$ cat config.mk
export PLATFORM = sky130hd
export DESIGN_NAME = div_unit_flat
export DESIGN_NICKNAME = d
export VERILOG_FILES = /design/src/rtl/div_if.sv /design/src/rtl/div_unit.sv /design/src/flat_wrapper.sv
export SDC_FILE = /design/constraint.sdc
export NUM_CORES = 1
export LEC_CHECK = 0
export CAP_MARGIN = 20
export CORE_AREA = 2 2 122 213
export DETAILED_ROUTE_END_ITERATION = 6
export DIE_AREA = 0 0 124 215
export PLACE_DENSITY = 0.7
export SYNTH_ARGS = -nofsm -noshare
export SYNTH_HDL_FRONTEND = slang
export SYNTH_SLANG_ARGS = --single-unit
$ cat constraint.sdc
create_clock -name clk -period 5.96 [get_ports clk]
set_clock_uncertainty 0.2 [all_clocks]
set_input_delay 1.788 -clock clk [delete_from_list [all_inputs] [get_ports clk]]
set_output_delay 1.788 -clock clk [all_outputs]
set_load 0.02 [all_outputs]
$ cat src/rtl/div_if.sv
// Request/response bundle between the execute stage and the multi-cycle divider.
// The master side launches DIV/DIVU operations; the slave side returns {remainder, quotient}.
interface div_if;
  logic        signed_div_i;
  logic [31:0] opdata1_i;
  logic [31:0] opdata2_i;
  logic        start_i;
  logic        annul_i;
  logic [63:0] result_o;
  logic        ready_o;

  modport master (
    output signed_div_i, opdata1_i, opdata2_i, start_i, annul_i,
    input  result_o, ready_o
  );

  modport slave (
    input  signed_div_i, opdata1_i, opdata2_i, start_i, annul_i,
    output result_o, ready_o
  );
endinterface

$ cat src/rtl/div_unit.sv
// Radix-2 restoring divider for DIV/DIVU: one quotient bit per cycle over 32 iterations,
// returning {remainder, quotient} with the result held until the requester drops start.
module div_unit (
  input logic   clk,
  input logic   rst,
  div_if.slave  bus
);

  typedef enum logic [1:0] {ST_FREE, ST_BYZERO, ST_ON, ST_END} state_e;

  state_e      state_q, state_d;
  logic [64:0] dividend_q, dividend_d;
  logic [31:0] divisor_q, divisor_d;
  logic [5:0]  cnt_q, cnt_d;
  logic        signed_q, signed_d;
  logic        neg1_q, neg1_d;
  logic        neg2_q, neg2_d;
  logic [63:0] result_q, result_d;
  logic        ready_q, ready_d;

  logic [31:0] op1_abs, op2_abs;
  logic [32:0] diff;
  logic [64:0] step;
  logic [31:0] quot_fix, rem_fix;

  // Magnitudes for signed operands; 0x80000000 maps onto itself, which is the right unsigned value.
  assign op1_abs = (bus.signed_div_i && bus.opdata1_i[31]) ? -bus.opdata1_i : bus.opdata1_i;
  assign op2_abs = (bus.signed_div_i && bus.opdata2_i[31]) ? -bus.opdata2_i : bus.opdata2_i;

  // Trial subtraction of the divisor from the current partial remainder window.
  assign diff = {1'b0, dividend_q[63:32]} - {1'b0, divisor_q};
  assign step = diff[32] ? (dividend_q << 1) : {diff[31:0], dividend_q[31:0], 1'b1};

  // Sign restoration: quotient negative on differing signs, remainder follows the dividend.
  assign quot_fix = (signed_q && (neg1_q ^ neg2_q)) ? -step[31:0]  : step[31:0];
  assign rem_fix  = (signed_q && neg1_q)            ? -step[64:33] : step[64:33];

  always_comb begin
    // NOTE: every *_d gets its hold value first so no path through the case leaves one unassigned (no latches).
    state_d    = state_q;
    dividend_d = dividend_q;
    divisor_d  = divisor_q;
    cnt_d      = cnt_q;
    signed_d   = signed_q;
    neg1_d     = neg1_q;
    neg2_d     = neg2_q;
    result_d   = result_q;
    ready_d    = ready_q;

    case (state_q)
      ST_FREE: begin
        result_d = '0;
        ready_d  = 1'b0;
        if (bus.start_i && !bus.annul_i) begin
          if (bus.opdata2_i == 32'd0) begin
            state_d = ST_BYZERO;
          end else begin
            state_d    = ST_ON;
            signed_d   = bus.signed_div_i;
            neg1_d     = bus.opdata1_i[31];
            neg2_d     = bus.opdata2_i[31];
            divisor_d  = op2_abs;
            dividend_d = {32'd0, op1_abs, 1'b0};
            cnt_d      = '0;
          end
        end
      end

      ST_BYZERO: begin
        state_d  = ST_END;
        result_d = '0;
        ready_d  = 1'b1;
      end

      ST_ON: begin
        if (bus.annul_i) begin
          state_d  = ST_FREE;
          result_d = '0;
          ready_d  = 1'b0;
        end else begin
          dividend_d = step;
          cnt_d      = cnt_q + 6'd1;
          if (cnt_q == 6'd31) begin
            state_d  = ST_END;
            result_d = {rem_fix, quot_fix};
            ready_d  = 1'b1;
          end
        end
      end

      ST_END: begin
        if (!bus.start_i) begin
          state_d  = ST_FREE;
          result_d = '0;
          ready_d  = 1'b0;
        end
      end
    endcase
  end

  // NOTE: state registers use non-blocking assignments so every flop samples pre-edge values.
  always_ff @(posedge clk or negedge rst) begin
    if (!rst) begin
      state_q    <= ST_FREE;
      dividend_q <= '0;
      divisor_q  <= '0;
      cnt_q      <= '0;
      signed_q   <= 1'b0;
      neg1_q     <= 1'b0;
      neg2_q     <= 1'b0;
      result_q   <= '0;
      ready_q    <= 1'b0;
    end else begin
      state_q    <= state_d;
      dividend_q <= dividend_d;
      divisor_q  <= divisor_d;
      cnt_q      <= cnt_d;
      signed_q   <= signed_d;
      neg1_q     <= neg1_d;
      neg2_q     <= neg2_d;
      result_q   <= result_d;
      ready_q    <= ready_d;
    end
  end

  assign bus.result_o = result_q;
  assign bus.ready_o  = ready_q;

endmodule
$ cat src/flat_wrapper.sv
// flat-port wrapper written by rule: the top's interface ports become plain ports
module div_unit_flat 
  (clk, rst, bus_signed_div_i, bus_opdata1_i, bus_opdata2_i, bus_start_i, bus_annul_i, bus_result_o, bus_ready_o);
  div_if bus_i ();
  input logic clk;
  input logic rst;
  input wire logic [$bits(bus_i.signed_div_i)-1:0] bus_signed_div_i;
  input wire logic [$bits(bus_i.opdata1_i)-1:0] bus_opdata1_i;
  input wire logic [$bits(bus_i.opdata2_i)-1:0] bus_opdata2_i;
  input wire logic [$bits(bus_i.start_i)-1:0] bus_start_i;
  input wire logic [$bits(bus_i.annul_i)-1:0] bus_annul_i;
  output wire logic [$bits(bus_i.result_o)-1:0] bus_result_o;
  output wire logic [$bits(bus_i.ready_o)-1:0] bus_ready_o;
  assign bus_i.signed_div_i = bus_signed_div_i;
  assign bus_i.opdata1_i = bus_opdata1_i;
  assign bus_i.opdata2_i = bus_opdata2_i;
  assign bus_i.start_i = bus_start_i;
  assign bus_i.annul_i = bus_annul_i;
  assign bus_result_o = bus_i.result_o;
  assign bus_ready_o = bus_i.ready_o;
  div_unit u_core (.clk(clk), .rst(rst), .bus(bus_i));
endmodule
==> results.md, run 1 <==
* Status: finished clean
* I/O pin count at 134
* Fillers at 2340
* Number of synthesized register bits at 172
* # DRC at 0
* Via/cell ratio at 5.85
* Synth Cell Area at 12100 um2
* Detailed Route WL at 34700 um
* Placed inst area at 13700 um2
* Total of max-cap violations at 0
* Ys async rst share at 100%
* Routed Antenna Nets at 0
* Post-Syn Nets at 1639
* Htree depth at 4
* Antenna Cells at 0
* Synth unique cells at 71
* R2R Setup Slk at 0.87 ns
* Die height at 215 um
* Setup tns final at 0 ns
* Reg clk slew, reported paths at 0.07 ns
* Cts repair resizes at 0
* Core ar. at 25000 um2
* Tcrit/Tclk final at 85.4%
* Placement Rows at 77
* Most common cell in the synthesized netlist: nand2_1
* Final HPWL DP at 26400 um
* Total CTS buffers at 17
* Final hold violation count at 0
* Final max-slew violation count at 0
* Post-CTS setup buffer count at 0
* Cell count after synthesis at 1528
* CP Launch Type: flop
* Post-CTS Hold Fix Bufs at 0
* Via count at 11400
* CTS tree: done
* Register area at 4300 um2
* Area grow syn2layout at 18.2%
* Req. time, crit path at 6.05 ns
* Vias in the first global route at 11100
* Fin nets at 1727
* GPL Wtd Cong at 0.955
* Clock Tree Root: clkbuf_16
* Post-synth EDFFs at 0
* Fmax at 197 MHz
* Hold WC Path Type: reg2reg
* Main synth FF type: dfrtp_1
* Cell Pwr Density at 387 nW/um2
* Synth cell count leaders: nand2_1 (255), o21ai_0 (174), dfrtp_1 (172)
* Register area share after synthesis at 35.7%
* Final Total Pwr at 5.51 mW
* Initial antenna violation count at 0
* Crit Path Max Fanout at 7
* Clk_lat worst skew at 0.44 ns
* Avg Inst Size Synth at 7.89 um2
* Actual slew at the worst max-slew pin at 0.941 ns
* Die W at 124 um
* Setup violators final at 0
* WL per Instance at 17.8 um
* Synth top area share at 35.7%
* Port bufs at 133
* VDD IR max at 0.247 mV
* RSZ-0062 raised after global routing: no
* Largest cells by area after synthesis: dfrtp_1 (36%), nand2_1 (7.9%), o21ai_0 (7.2%), a21oi_1 (5.9%), xnor2_1 (5.4%)
* Pleak at 5.93 nW
* Die Area at 26700 um2
* Drt first-iter violations at 567
* First-pass detailed-route iteration total at 5
* All-Layer GR Usage at 26.5%
* Kind of critical path: reg2reg
* Area leader, netlist: dfrtp_1
* GRT Residual Overflow at 0
* Design Area, Final at 14200 um2
* First-pass GRT wire length at 55200 um
* Slew HR at 36.5%
* Initial Utilization at 48.1%
* Share of cells above drive strength 1 at 4.54%
* Ys Warns at 0
* Multi-input gate area at 7270 um2
* Tmin final at 5.09 ns
* CTS max path bufs at 2
* Endpoint class of the critical path: flop
* CTS Sinks at 172
* Largest net degree at the start of global routing at 99
* CP Data Arrival Time at 5.17 ns
## per-stage QoR
step                      util (%)  setup WS (ns)  cells  hold slack (ns)
after global routing          56.9          0.565   1945            0.308
final                         56.9          0.873   1945            0.278
after floorplan                  -          0.632   1528            0.250
after global placement        54.6          0.540   1913            0.263
after detailed placement      54.6          0.463   1913            0.270
after CTS                     56.9          0.880   1945            0.284
## cells by family after synthesis
kind of cell / synth area share (%)
muxes: 2.23
AOI/OAI and AO/OA: 22.6
DFF: 35.7
xor gates and xnor gates: 9.81
and+or+nand+nor: 21.1
adders and majority gates: 4.42
buffers and inverters: 4.16
## flip-flops by register name, indices dropped and copies added (netlist names)
register and cells:
u_core.bus.ready_o 1, u_core.bus.result_o 64, u_core.cnt_q 6, u_core.dividend_q 64, u_core.divisor_q 32, u_core.neg1_q 1, u_core.neg2_q 1, u_core.signed_q 1
u_core.state_q 2
## final timing paths
kind,from,endpoint,cells after the start
worst max register to register,u_core.dividend_q[32],u_core.bus.result_o[62],20
worst min-delay path,u_core.bus.result_o[44],u_core.bus.result_o[44],2
worst max-delay path,u_core.dividend_q[32],u_core.bus.result_o[62],20
min in group asynchronous,rst,u_core.bus.result_o[24],1
worst min register to register,u_core.bus.result_o[44],u_core.bus.result_o[44],2
max in group asynchronous,rst,u_core.divisor_q[23],2
## final cells by class
cell class	instances	area share [%]
Inverter	54	1.42
Clock inverter	10	0.746
Multi-Input combinational cell	1225	51.0
Tap cell	316	2.77
Sequential cell	172	30.2
Timing Repair Buffer	146	10.5
Clock buffer	22	3.33
## critical path, stage by stage (launching register included)
cell,delay [ns]
dfrtp_1,0.38
inv_1,0.08
ha_1,0.22
fa_1,0.39
nand2b_2,0.22
a211oi_4,0.32
o21bai_4,0.13
a21oi_4,0.21
o31ai_4,0.13
a21oi_4,0.26
nand2_1,0.07
o21ai_0,0.17
ha_1,0.33
inv_1,0.08
nor4_1,0.32
mux2_2,0.29
nand2_1,0.11
nand4b_1,0.28
o41ai_1,0.47
xnor2_1,0.16
o21ai_0,0.10
## cells in the final DEF, fill, tap and decap left out, types with 4 or more instances in the layout
| cell | Yosys | final |
|---|---|---|
| mux2i_1 | 19 | 19 |
| inv_1 | 52 | 52 |
| nand4b_1 | 4 | 4 |
| nand4_1 | 7 | 7 |
| o41ai_1 | 6 | 6 |
| nor4_1 | 19 | 19 |
| ha_1 | 41 | 40 |
| clkbuf_16 | 0 | 17 |
| o31ai_1 | 46 | 46 |
| nor2b_1 | 5 | 5 |
| nand2b_1 | 7 | 7 |
| o21ai_1 | 7 | 6 |
| xor2_1 | 61 | 61 |
| nor2_1 | 140 | 140 |
| a31oi_1 | 10 | 10 |
| a21oi_1 | 142 | 142 |
| clkinvlp_4 | 0 | 4 |
| mux2_2 | 7 | 7 |
| nand2_1 | 255 | 255 |
| or3_1 | 18 | 18 |
| xnor2_1 | 74 | 74 |
| a211oi_1 | 6 | 6 |
| dfrtp_1 | 172 | 172 |
| nand3_1 | 29 | 29 |
| or4_1 | 18 | 18 |
| o21ai_0 | 174 | 174 |
| buf_12 | 0 | 5 |
| clkdlybuf4s50_1 | 0 | 132 |
| nor3_1 | 34 | 34 |
| o21a_1 | 6 | 6 |
| o211ai_1 | 6 | 6 |
| buf_4 | 0 | 8 |
| o31a_1 | 4 | 4 |
| a21o_1 | 9 | 8 |
| and3_1 | 6 | 6 |
| and2_1 | 12 | 12 |
## where the power goes
part	switching, mW	internal, mW	leakage, nW
logic	1.73	1.01	3.41
clock network	0.490	0.615	0.271
registers	0.249	1.42	2.25
## routing by layer
metal / up-vias / share of wire (%) / track usage [%] / routed length [um]
met4: 0 / 4.6 / 12.4 / 1590
met1: 5448 / 38 / 28.5 / 13200
met3: 90 / 3.7 / 4.03 / 1290
met5: - / 0 / 0 / 0
met2: 282 / 54 / 49.0 / 18600
li1: 5554 / - / - / -
Note: power is estimated with default switching activity, not from simulation.
==> run 2, diff against run 1 <==
--- a/config.mk
+++ b/config.mk
@@ -5,11 +5,11 @@
 export SDC_FILE = /design/constraint.sdc
 export NUM_CORES = 1
 export LEC_CHECK = 0
-export CAP_MARGIN = 20
-export CORE_AREA = 2 2 122 213
+export CAP_MARGIN = 40
+export CORE_AREA = 2 2 125 217
 export DETAILED_ROUTE_END_ITERATION = 6
-export DIE_AREA = 0 0 124 215
-export PLACE_DENSITY = 0.7
+export DIE_AREA = 0 0 127 219
+export PLACE_DENSITY = 0.68
 export SYNTH_ARGS = -nofsm -noshare
 export SYNTH_HDL_FRONTEND = slang
 export SYNTH_SLANG_ARGS = --single-unit
==> run 2 against run 1 <==
Cell area is 0.47% higher; first-iteration DRC count is 2.8% higher; clock power is 4% higher; non-clock buffer count is 3 higher; clock-buffer cell count is 5 lower; sequential share of layout area is 0.14 points lower; critical path type unchanged; critical endpoint is now u_core.bus.result_o[26]; largest cell class unchanged.
==> results.md, run 2 (synthesized netlist as in run 1, its figures left out) <==
* Status: finished clean
* Vias in the first global route at 11100 (+0.13%)
* Fillers at 2482 (+6.1%)
* First-pass GRT wire length at 56700 um (+2.7%)
* # DRC at 0 (unchanged)
* Routed Antenna Nets at 0 (unchanged)
* Via count at 11200 (-1.2%)
* Die Area at 27800 um2 (+4.3%)
* Pleak at 5.96 nW (+0.60%)
* Final max-slew violation count at 0 (unchanged)
* RSZ-0062 raised after global routing: no
* Hold_sp: u_core.bus.ready_o
* CP Data Arrival Time at 5.18 ns (about the same)
* Via/cell ratio at 5.76 (-1.6%)
* Fmax at 198 MHz (+0.82%)
* First-pass detailed-route iteration total at 5 (unchanged)
* Slew HR at 43.7% (+7.2 points)
* Post-CTS Hold Fix Bufs at 0 (unchanged)
* Detailed Route WL at 35300 um (+1.8%)
* Largest net degree at the start of global routing at 89 (-10%)
* Final hold violation count at 0 (unchanged)
* Design Area, Final at 14300 um2 (+0.47%)
* Req. time, crit path at 6.09 ns (+0.04 ns)
* R2R Path Start: u_core.dividend_q[57]
* Initial Utilization at 46.4% (-1.7 points)
* Htree depth at 4 (unchanged)
* Setup violators final at 0 (unchanged)
* Final core occ at 55.1% (-1.7 points)
* WL per Instance at 18.1 um (+1.4%)
* GPL Wtd Cong at 0.904 (-5.3%)
* Antenna Cells at 0 (unchanged)
* Hold path depth at 2 (unchanged)
* Clk_lat worst skew at 0.45 ns (about the same)
* VDD IR max at 0.215 mV (-13%)
* Die W at 127 um (+2.4%)
* Final HPWL DP at 27000 um (+2.2%)
* Most frequent cells in the layout: nand2_1 (255), o21ai_0 (174), dfrtp_1 (172), a21oi_1 (142), nor2_1 (140)
* FF-to-FF path depth at 19 (-5.0%)
* All-Layer GR Usage at 25.8% (-0.66 points)
* Fin nets at 1730 (+0.17%)
* Port bufs at 133 (unchanged)
* CTS tree: done
* Crit Path Max Fanout at 50 (+43)
* R2R Setup Slk at 0.91 ns (+0.04 ns)
* Hold WC Path Type: reg2reg
* Met3 WL at 1240 um (-3.7%)
* Actual slew at the worst max-slew pin at 0.836 ns (-0.106 ns)
* CP Launch Type: flop
* Met1 wire length at 13800 um (+4.4%)
* Met2 WL at 18600 um (about the same)
* Commonest non-fill, non-tap cell in the layout: nand2_1
* I/O pin count at 134 (unchanged)
* Post-CTS setup buffer count at 0 (unchanged)
* Placement Rows at 78 (+1.3%)
* Tmin final at 5.05 ns (-0.0413 ns)
* Share of cells above drive strength 1 at 4.84% (+0.30 points)
* Cell Pwr Density at 391 nW/um2 (+0.99%)
* Total of max-cap violations at 0 (unchanged)
* Placed inst area at 13700 um2 (+0.32%)
* Endpoint class of the critical path: flop
* Drt first-iter violations at 583 (+2.8%)
* Kind of critical path: reg2reg
* Reg clk slew, reported paths at 0.07 ns (about the same)
* Cts repair resizes at 0 (unchanged)
* CTS max path bufs at 2 (unchanged)
* Crit path from: u_core.dividend_q[57]
* Clock Tree Root: clkbuf_16
* Setup tns final at 0 ns (unchanged)
* CTS Sinks at 172 (unchanged)
* Total CTS buffers at 17 (unchanged)
* GRT Residual Overflow at 0 (unchanged)
* Area grow syn2layout at 18.7%
* Tcrit/Tclk final at 84.7% (-0.69 points)
* Initial antenna violation count at 0 (unchanged)
* Core ar. at 26000 um2 (+3.6%)
* Die height at 219 um (+1.9%)
* Max Used Layer: met4
-- run 2: changes by cell type in the layout (fill, tap and decap cells not counted), sizes merged --
cell	change
buf	+3
clkbuf	-5
clkinv	+4
clkinvlp	-2
inv	+3
-- run 2: power by group --
group | switching [mW] | internal (mW)
logic | 1.77 | 1.01
clock network | 0.537 | 0.599
registers | 0.244 | 1.42
total | 2.56 | 3.04
-- run 2: worst paths after layout --
check,endpoint
setup / recovery,u_core.bus.result_o[26]
hold / removal,u_core.bus.ready_o
setup reg to reg,u_core.bus.result_o[26]
hold reg to reg,u_core.bus.ready_o
max in group asynchronous,u_core.bus.result_o[50]
min in group asynchronous,u_core.bus.result_o[24]
-- run 2: area by class of cell --
class	count	area (um2)	share of cell area [%]
multi-input cells	1225	7280	50.8
flip-flops and latches	172	4300	30.1
repair buffers	149	1530	10.7
clock buffers	17	425	2.97
well taps	320	400	2.80
inverters	54	203	1.42
clock inverters	15	179	1.25
-- run 2: through the flow --
stage / hold WS, ns / setup slack, ns / total power, mW / instances
6_report: 0.284 / 0.914 / 5.59 / 1952
5_1_grt: 0.309 / 0.588 / 5.99 / 1952
4_1_cts: 0.286 / 0.931 / 5.60 / 1952
3_5_place_dp: 0.270 / 0.534 / 4.44 / 1920
3_3_place_gp: 0.263 / 0.575 / 4.39 / 1917
2_1_floorplan: 0.250 / 0.632 / 3.61 / 1528
-- run 2: worst max-delay path, stage by stage (launching register included) --
cell and delay (ns):
dfrtp_1 0.41, ha_1 0.39, a21oi_2 0.27, o21a_1 0.15
nor2_1 0.04, a211o_1 0.34, nor2_1 0.41, a21oi_4 0.11
buf_12 0.22, inv_2 0.08, buf_4 0.34, ha_1 0.30
nand4_1 0.25, nor2_1 0.30, nand2_1 0.19, o21ai_0 0.35
o21a_1 0.21, nand2_1 0.07, xnor2_1 0.17, o21ai_0 0.09
-- run 2: metal layers --
layer / vias to the layer above / global-route usage [%]
met5: - / 0
met4: 0 / 13.1
met3: 82 / 3.53
met2: 294 / 47.5
met1: 5290 / 28.7
li1: 5569 / -
